File: config.mk
export PLATFORM = sky130hd
export DESIGN_NAME = pong_referee
export DESIGN_NICKNAME = d
export VERILOG_FILES = /design/src/rtl/pong_referee.sv
export SDC_FILE = /design/constraint.sdc
export NUM_CORES = 1
export LEC_CHECK = 0
export ABC_AREA = 1
export CORE_MARGIN = 5
export CORE_UTILIZATION = 29
export CTS_CLUSTER_DIAMETER = 200
export DETAILED_ROUTE_END_ITERATION = 12
export MAX_ROUTING_LAYER = met4
export PLACE_DENSITY = 0.53
export SETUP_SLACK_MARGIN = 0.5
export SYNTH_ARGS = -nofsm -noshare
export SYNTH_HDL_FRONTEND = slang
export SYNTH_SLANG_ARGS = --single-unit
File: constraint.sdc
create_clock -name clock -period 1.83 [get_ports clock]
set_clock_uncertainty 0.1 [all_clocks]
set_input_delay 0.366 -clock clock [delete_from_list [all_inputs] [get_ports clock]]
set_output_delay 0.366 -clock clock [all_outputs]
set_load 0.005 [all_outputs]
File: src/rtl/pong_referee.sv
// Pong game-flow referee: serve hold, per-frame ball stepping, miss detection and scoring.
// Optional feature: define PONG_PAUSE_EN to enable the pause button and the PAUSED state.
module pong_referee #(
   parameter int BALL_SIZE    = 10,
   parameter int MISS_Y_LO    = 30,
   parameter int MISS_Y_HI    = 290,
   parameter int SERVE_FRAMES = 60,
   parameter int POINT_FRAMES = 30,
   parameter int STEP_DIV     = 1,
   parameter int WIN_SCORE    = 7
) (
   input  logic       clock,
   input  logic       reset,
   input  logic       frame_tick,
   input  logic       start,
   input  logic       pause,
   input  logic [8:0] ball_y,
   input  logic [7:0] ball_x,
   output logic       ball_reset,
   output logic       ball_step,
   output logic [3:0] score_1,
   output logic [3:0] score_2,
   output logic       serve_to,
   output logic [2:0] game_state,
   output logic [1:0] winner
);

   typedef enum logic [2:0] {
      IDLE   = 3'd0,
      SERVE  = 3'd1,
      PLAY   = 3'd2,
      POINT  = 3'd3,
      PAUSED = 3'd4,
      OVER   = 3'd5
   } state_t;

   localparam logic [7:0] SERVE_LAST = 8'(SERVE_FRAMES - 1);
   localparam logic [7:0] POINT_LAST = 8'(POINT_FRAMES - 1);
   localparam logic [7:0] STEP_LAST  = 8'(STEP_DIV - 1);
   localparam logic [3:0] WIN_L      = 4'(WIN_SCORE);

   state_t     state_reg;
   logic [7:0] frame_cnt_reg;
   logic [7:0] div_cnt_reg;
   logic       start_q_reg;
   logic       start_rise;
   logic       pause_rise;
   logic       miss_lo;
   logic       miss_hi;
   logic       unused_ok;

   assign start_rise = start & ~start_q_reg;
   assign game_state = state_reg;

   // High edge is summed one bit wider so a ball near the bottom cannot wrap past the line.
   assign miss_lo = (ball_y <= 9'(MISS_Y_LO));
   assign miss_hi = (({1'b0, ball_y} + 10'(BALL_SIZE)) >= 10'(MISS_Y_HI));

`ifdef PONG_PAUSE_EN
   logic pause_q_reg;
   assign pause_rise = pause & ~pause_q_reg;
   assign unused_ok  = ^ball_x;

   always_ff @(posedge clock or negedge reset) begin
      if (!reset) pause_q_reg <= 1'b0;
      else        pause_q_reg <= pause;
   end
`else
   assign pause_rise = 1'b0;
   assign unused_ok  = ^{ball_x, pause};
`endif

   always_ff @(posedge clock or negedge reset) begin
      if (!reset) begin
         state_reg     <= IDLE;
         frame_cnt_reg <= 8'd0;
         div_cnt_reg   <= 8'd0;
         start_q_reg   <= 1'b0;
         ball_reset    <= 1'b1;
         ball_step     <= 1'b0;
         score_1       <= 4'd0;
         score_2       <= 4'd0;
         serve_to      <= 1'b0;
         winner        <= 2'b00;
      end else begin
         start_q_reg <= start;
         ball_step   <= 1'b0;
         case (state_reg)
            IDLE, OVER: begin
               if (start_rise) begin
                  state_reg     <= SERVE;
                  score_1       <= 4'd0;
                  score_2       <= 4'd0;
                  winner        <= 2'b00;
                  frame_cnt_reg <= 8'd0;
               end
            end
            SERVE: begin
               if (frame_tick) begin
                  if (frame_cnt_reg == SERVE_LAST) begin
                     state_reg     <= PLAY;
                     frame_cnt_reg <= 8'd0;
                     div_cnt_reg   <= 8'd0;
                     ball_reset    <= 1'b0;
                  end else begin
                     frame_cnt_reg <= frame_cnt_reg + 8'd1;
                  end
               end
            end
            PLAY: begin
               // Misses outrank pause and step; serve goes back toward the side that missed.
               if (miss_lo) begin
                  score_2       <= score_2 + 4'd1;
                  serve_to      <= 1'b0;
                  frame_cnt_reg <= 8'd0;
                  if (score_2 + 4'd1 == WIN_L) begin
                     state_reg  <= OVER;
                     winner     <= 2'b10;
                     ball_reset <= 1'b1;
                  end else begin
                     state_reg <= POINT;
                  end
               end else if (miss_hi) begin
                  score_1       <= score_1 + 4'd1;
                  serve_to      <= 1'b1;
                  frame_cnt_reg <= 8'd0;
                  if (score_1 + 4'd1 == WIN_L) begin
                     state_reg  <= OVER;
                     winner     <= 2'b01;
                     ball_reset <= 1'b1;
                  end else begin
                     state_reg <= POINT;
                  end
               end else if (pause_rise) begin
                  state_reg     <= PAUSED;
                  frame_cnt_reg <= 8'd0;
               end else if (frame_tick) begin
                  if (div_cnt_reg == STEP_LAST) begin
                     ball_step   <= 1'b1;
                     div_cnt_reg <= 8'd0;
                  end else begin
                     div_cnt_reg <= div_cnt_reg + 8'd1;
                  end
               end
            end
            POINT: begin
               if (frame_tick) begin
                  if (frame_cnt_reg == POINT_LAST) begin
                     state_reg     <= SERVE;
                     frame_cnt_reg <= 8'd0;
                     ball_reset    <= 1'b1;
                  end else begin
                     frame_cnt_reg <= frame_cnt_reg + 8'd1;
                  end
               end
            end
            PAUSED: begin
               // Divider is left untouched so stepping resumes mid-count.
               if (pause_rise) begin
                  state_reg     <= PLAY;
                  frame_cnt_reg <= 8'd0;
               end
            end
            default: begin
               state_reg  <= IDLE;
               ball_reset <= 1'b1;
            end
         endcase
      end
   end

endmodule

==> results.py, run 1 <==
metrics = {
    "worst_setup_path": {
        "crit_buf_inv": 4,
        "cp_slowest_stage_delay_ps": 170,
        "critPathKind": "input pin to flop",
        "crit_path_top_delay_cell": "ha_4",
        "cp_cell_sequence": "buf_6 > buf_8 > ha_4 > nor2_4 > inv_2 > nand2_2 > nor2_1 > nand2_1 > nand2_1 > nand2_2 > nand2_4 > buf_12 > nand3_4 > nand3_2 > nand2_1 > nand2_1",
        "crit_path_start_kind": "input pin",
        "cp_data_required_time_ps": 1920,
        "cp_max_fo": 8,
        "cp_common_cell": "nand2_1",
        "path_delay_family": "simple AND/OR/NAND/NOR gates",
        "crit_arrival_ps": 1800,
        "cp-end-kind": "flop",
    },
    "cts": {
        "clockRootBuffer": "clkbuf_8",
        "worst_skew_pair.late_latency_ps": 290,
        "clk_pin_slew_ps": 80,
        "cts.sinks": 33,
        "cts_made_buffers": 5,
        "cts_tree": "done",
        "cts_max_level": 2,
        "clock_path_buffers": 2,
        "holdBufCountCts": 0,
    },
    "pwr": {
        "finalPower_mw": 4.29,
        "peakVddDrop_v": 0.000559,
        "p_leak_nw": 1.83,
        "power_density_nw_per_um2": 1110,
    },
    "route": {
        "drt_iter0_markers": 101,
        "antenna_left": 0,
        "wl_per_cell_um": 12.5,
        "drc_errors": 0,
        "vias": 2445,
        "first_pass_iters": 4,
        "vias_per_cell": 4.60,
        "wirelength_mm": 6.62,
    },
    "global_route": {
        "grt.overflow.total": 0,
        "grt_pass1_vias": 2472,
        "grt_max_degree": 34,
        "gr-usage-all-layers_pct": 14.1,
        "grt_first_pass_wirelength_mm": 11.2,
        "antenna_found_initial": 0,
    },
    "cells_and_area": {
        "layout_common_cells": "73 x nand2_1, 37 x buf_4, 30 x dfrtp_1",
        "regArea_sq_um": 830,
        "drive_gt1_share_pct": 44.9,
        "area_growth_pct": 65.3,
        "num_antenna_cells": 0,
        "final_common_cell": "nand2_1",
        "multi_input_area_sq_um": 1740,
        "num-nets-final": 461,
        "n_fill_cell": 748,
    },
    "floorplan": {
        "die_height_um": 99.8,
        "core_sq_um": 7770,
        "rows": 32,
        "design.portCount": 38,
        "die_w_um": 99.8,
        "die_area_sq_um": 9950,
        "start_util_pct": 30.1,
    },
    "sta": {
        "setup_slack_ps": 115,
        "period_minus_slack_ps": 1720,
        "maxSlewViolCount": 0,
        "finalSetupViolCount": 0,
        "hold_viol_final": 0,
        "fmax_mhz": 583,
        "rsz0062_at_grt": "yes",
        "worst_slew_pin_slew_ps": 350,
        "finalCritPeriodShare_pct": 93.7,
        "slew_headroom_pct": 76.5,
        "whs_ps": 349,
    },
    "logic_synthesis": {
        "synth_nets": 364,
        "ys_warn_count": 0,
        "yosysUniqueCellTypes": 31,
        "synth-seq-area-share_pct": 35.4,
        "synth_ff_type": "dfrtp_1",
        "ys_ff_latch": 33,
        "syn_avg_cell_area_sq_um": 7.04,
        "async_flop_share_pct": 100,
        "synth_edf_count": 0,
        "syn-instance-count": 332,
        "syn-cell-area_sq_um": 2340,
    },
    "job": {
        "maxCapViolCount": 0,
    },
    "place": {
        "post-place-ws_ps": -604,
        "portBuffers": 28,
        "gp_congestion": 0.839,
        "post-dp-hpwl_mm": 4.35,
    },
    "status": {
        "status": "finished, final reports clean",
    },
    "min_path": {
        "hold_class": "input pin to async pin",
    },
}
==> synthesized netlist by cell type, types with 2 or more instances <==
master / count / area share, %
ha_1: 10 / 5.4
nand4_1: 22 / 5.9
inv_1: 39 / 6.3
nand3_4: 2 / 1.5
nand2_4: 2 / 0.96
dfrtp_1: 32 / 34
xnor2_1: 5 / 1.9
buf_6: 2 / 0.96
nand2_2: 2 / 0.54
nor2_2: 2 / 0.54
nand2_1: 107 / 17
xor2_1: 6 / 2.2
o21ai_0: 8 / 1.7
nor2_1: 41 / 6.6
o21bai_1: 2 / 0.64
a21oi_1: 3 / 0.64
nand3_1: 33 / 7.1
==> power breakdown <==
| group | switching (mW) | internal (mW) |
|---|---|---|
| Clock | 0.281 | 0.262 |
| Combinational | 1.43 | 1.37 |
| Sequential | 0.103 | 0.847 |
==> routing by layer <==
layer	share of wire (%)	wire, um	vias to the layer above	global-route usage, %
li1	-	-	1271	-
met1	47	3130	1131	18.0
met2	49	3230	33	23.2
met3	2.9	192	10	2.59
met4	1.1	71	0	3.47
met5	0	0	-	-
==> kinds of logic after synthesis <==
logic type      after synthesis  synth area share [%]
compound gates               15                  4.07
xor+xnor                     11                  4.12
fa+ha+maj                    10                  5.36
buf+inv                      45                  8.03
flops                        33                  35.4
simple gates                218                  43.0
==> layout make-up <==
class / instances / area share (%)
inverter: 41 / 4.50
multi-input combinational: 256 / 45.0
timing repair buffer: 92 / 23.5
sequential: 33 / 21.5
tap: 102 / 3.31
clock inverter: 3 / 0.454
clock buffer: 5 / 1.78
==> worst paths after layout <==
check | startpoint | end | slack [ps] | cells after the start
worst max-delay path | ball_y[2] | winner[0] | 110 | 16
worst min-delay path | reset | score_2[2] | 350 | 2
worst max register to register | frame_cnt_reg[1] | div_cnt_reg[4] | 110 | 9
worst min register to register | ball_reset | ball_reset | 370 | 2
max in group asynchronous | reset | ball_reset | 1030 | 2
min in group clock | ball_reset | ball_reset | 370 | 2
==> per-stage QoR <==
stage	TNS, ps	instance area [sq um]	std cells	utilization (%)
final	0	3860	532	49.7
after global routing	-17.9	3860	532	49.7
after CTS	0	3530	524	45.4
after detailed placement	-16960	3070	488	39.5
after global placement	-16440	3070	488	39.5
after floorplan	0	2420	332	-
==> worst reg2reg max path, delay by kind of cell, from the launching register on <==
| kind | cells | cell delay, ps |
|---|---|---|
| adders and majority gates | 1 | 200 |
| and+or+nand+nor | 6 | 600 |
| AOI/OAI and AO/OA | 1 | 180 |
| DFF | 1 | 420 |
| buffers and inverters | 1 | 100 |
==> repair_timing <==
item / in CTS / in global routing
resized for setup: 110 / 87
pin swaps: 40 / 47
buffers inserted: 26 / 8
endpoints found under the setup margin: 48 / 45
cloned: 2 / 0
Note: power is estimated with default switching activity, not from simulation.
==> inputs of run 2 (changes only) <==
--- a/config.mk
+++ b/config.mk
@@ -8,3 +8,2 @@
 export ABC_AREA = 1
-export CORE_MARGIN = 5
 export CORE_UTILIZATION = 29
--- a/constraint.sdc
+++ b/constraint.sdc
@@ -4,2 +4,2 @@
 set_output_delay 0.366 -clock clock [all_outputs]
-set_load 0.005 [all_outputs]
+set_load 0.05 [all_outputs]
==> results.py, run 2 (same netlist as run 1, synthesis figures left out) <==
metrics = {
    "status": {
        "status": "finished, final reports clean",
    },
    "route": {
        "first_pass_iters": 4,
        "wl_per_cell_um": 12.6,
        "wirelength_mm": 6.70,
        "vias": 2476,
        "drc_errors": 0,
        "vias_per_cell": 4.67,
        "drt_iter0_markers": 76,
        "antenna_left": 0,
    },
    "cells_and_area": {
        "area_growth_pct": 68.0,
        "num_antenna_cells": 0,
        "layout_common_cells": "80 x nand2_1, 40 x buf_4, 29 x inv_1",
        "regArea_sq_um": 840,
        "multi_input_area_sq_um": 1740,
        "final_util_pct": 50.5,
        "finish.instance_area_sq_um": 3930,
        "drive_gt1_share_pct": 45.6,
        "n_fill_cell": 745,
        "finalNonFillerCells": 530,
        "final_common_cell": "nand2_1",
        "num-nets-final": 459,
    },
    "pwr": {
        "pwr-share-comb_pct": 67.1,
        "seqPwrFrac_pct": 21.1,
        "p_switching_mw": 2.16,
        "peakVddDrop_v": 0.00122,
        "power_density_nw_per_um2": 1210,
        "switching_share_pct": 45.7,
        "p_leak_nw": 1.83,
        "finalPower_mw": 4.73,
        "power_frac_clock_pct": 11.7,
        "intPower_mw": 2.57,
    },
    "cts": {
        "clock_path_buffers": 2,
        "clockRootBuffer": "clkbuf_8",
        "cts_tree": "done",
        "clk_pin_slew_ps": 80,
        "cts_max_level": 2,
        "worst_skew_pair.late_latency_ps": 300,
        "cts.sinks": 33,
        "cts_made_buffers": 5,
    },
    "global_route": {
        "grt_pass1_vias": 2406,
        "grt_max_degree": 34,
        "gr-usage-all-layers_pct": 17.0,
        "antenna_found_initial": 0,
        "grt.overflow.total": 0,
        "grt_first_pass_wirelength_mm": 11.0,
    },
    "worst_setup_path": {
        "rrSetupSlack_ps": 160,
        "cp_max_fo": 4,
        "crit_path_start_kind": "flop",
        "rr_startpoint": "frame_cnt_reg[1]",
        "r2r_cells": 11,
        "crit_arrival_ps": 1800,
        "cp-end-kind": "flop",
        "cp_slowest_stage_delay_ps": 430,
        "cp_cell_sequence": "inv_1 > ha_2 > nand3_2 > o21ai_2 > nand2_4 > inv_4 > nand2_1 > nor2_4 > nand3_1 > nand2_1 > nand2_1",
        "cp_common_cell": "nand2_1",
        "critPathKind": "flop to flop",
        "r2r_end": "ball_reset",
        "crit_path_top_delay_cell": "dfrtp_1",
        "cp_data_required_time_ps": 1960,
    },
    "floorplan": {
        "core_sq_um": 7770,
        "die_w_um": 91.8,
        "die_area_sq_um": 8420,
        "start_util_pct": 30.1,
        "design.portCount": 38,
        "die_height_um": 91.8,
        "rows": 32,
    },
    "sta": {
        "fmax_mhz": 600,
        "finalSetupViolCount": 0,
        "slew_headroom_pct": 83.4,
        "whs_ps": 326,
        "maxSlewViolCount": 0,
        "worst_slew_pin_slew_ps": 246,
        "rsz0062_at_grt": "yes",
        "hold_viol_final": 0,
        "period_minus_slack_ps": 1670,
        "setup_slack_ps": 162,
        "setup_tns_ps": 0,
        "finalCritPeriodShare_pct": 91.1,
    },
    "place": {
        "placed_area_sq_um": 2910,
        "post-place-ws_ps": -591,
        "gp_congestion": 0.873,
        "post-dp-hpwl_mm": 4.12,
        "portBuffers": 28,
        "dp_cells": 480,
    },
    "min_path": {
        "hold_class": "input pin to async pin",
    },
    "job": {
        "maxCapViolCount": 0,
    },
}
==> run 2: changes by cell type in the layout (fill, tap and decap cells not counted), moves of 6 or more <==
cell     delta
buf_8       +6
dfrtp_1     -8
dfrtp_2     +8
inv_2       -6
nand2_1     +7
nand2_2     -8
==> run 2: what timing repair did <==
| action | 4_1_cts | 5_1_grt |
|---|---|---|
| pin swaps | 38 | 44 |
| setup endpoints to repair | 48 | 47 |
| gates cloned | 3 | 0 |
| setup buffers | 27 | 12 |
| resized for setup | 125 | 57 |
| hold buffers | 0 | 0 |
==> run 2: final cells by class <==
| class | instances | area share (%) |
|---|---|---|
| Clock buffer | 6 | 1.85 |
| Clock inverter | 2 | 0.255 |
| Inverter | 41 | 4.43 |
| Multi-Input combinational cell | 256 | 44.3 |
| Sequential cell | 33 | 21.4 |
| Tap cell | 102 | 3.25 |
| Timing Repair Buffer | 90 | 24.5 |
==> run 2: worst max-delay path by stage <==
stage	start	to
5_1_grt	frame_cnt_reg[1]	ball_reset
3_5_place_dp	ball_y[1]	frame_cnt_reg[0]
3_3_place_gp	ball_y[1]	game_state[2]
6_report	frame_cnt_reg[1]	ball_reset
4_1_cts	game_state[2]	frame_cnt_reg[4]
2_1_floorplan	game_state[1]	frame_cnt_reg[2]
==> run 2: power by group through the flow <==
stage | registers [mW] | logic [mW] | clock network, mW
after floorplan | 1.25 | 0.984 | 0
after global placement | 0.999 | 1.88 | 0
after detailed placement | 1.00 | 1.89 | 0
after CTS | 0.982 | 2.71 | 0.567
after global routing | 1.02 | 3.39 | 0.606
final | 1.00 | 3.18 | 0.554
==> run 2: critical path, delay by kind of cell, from the launching register on <==
family / cells / cell delay (ps)
AOI/OAI and AO/OA: 1 / 210
adders and majority gates: 1 / 190
buffers and inverters: 2 / 150
DFF: 1 / 430
and+or+nand+nor: 7 / 520
==> run 2: per-layer routing <==
layer / wire length [um] / global-route usage [%] / up-vias
met5: 0 / - / -
met4: 57 / 3.52 / 0
met3: 189 / 3.98 / 9
met2: 3480 / 29.6 / 45
met1: 2980 / 20.1 / 1152
li1: - / - / 1270
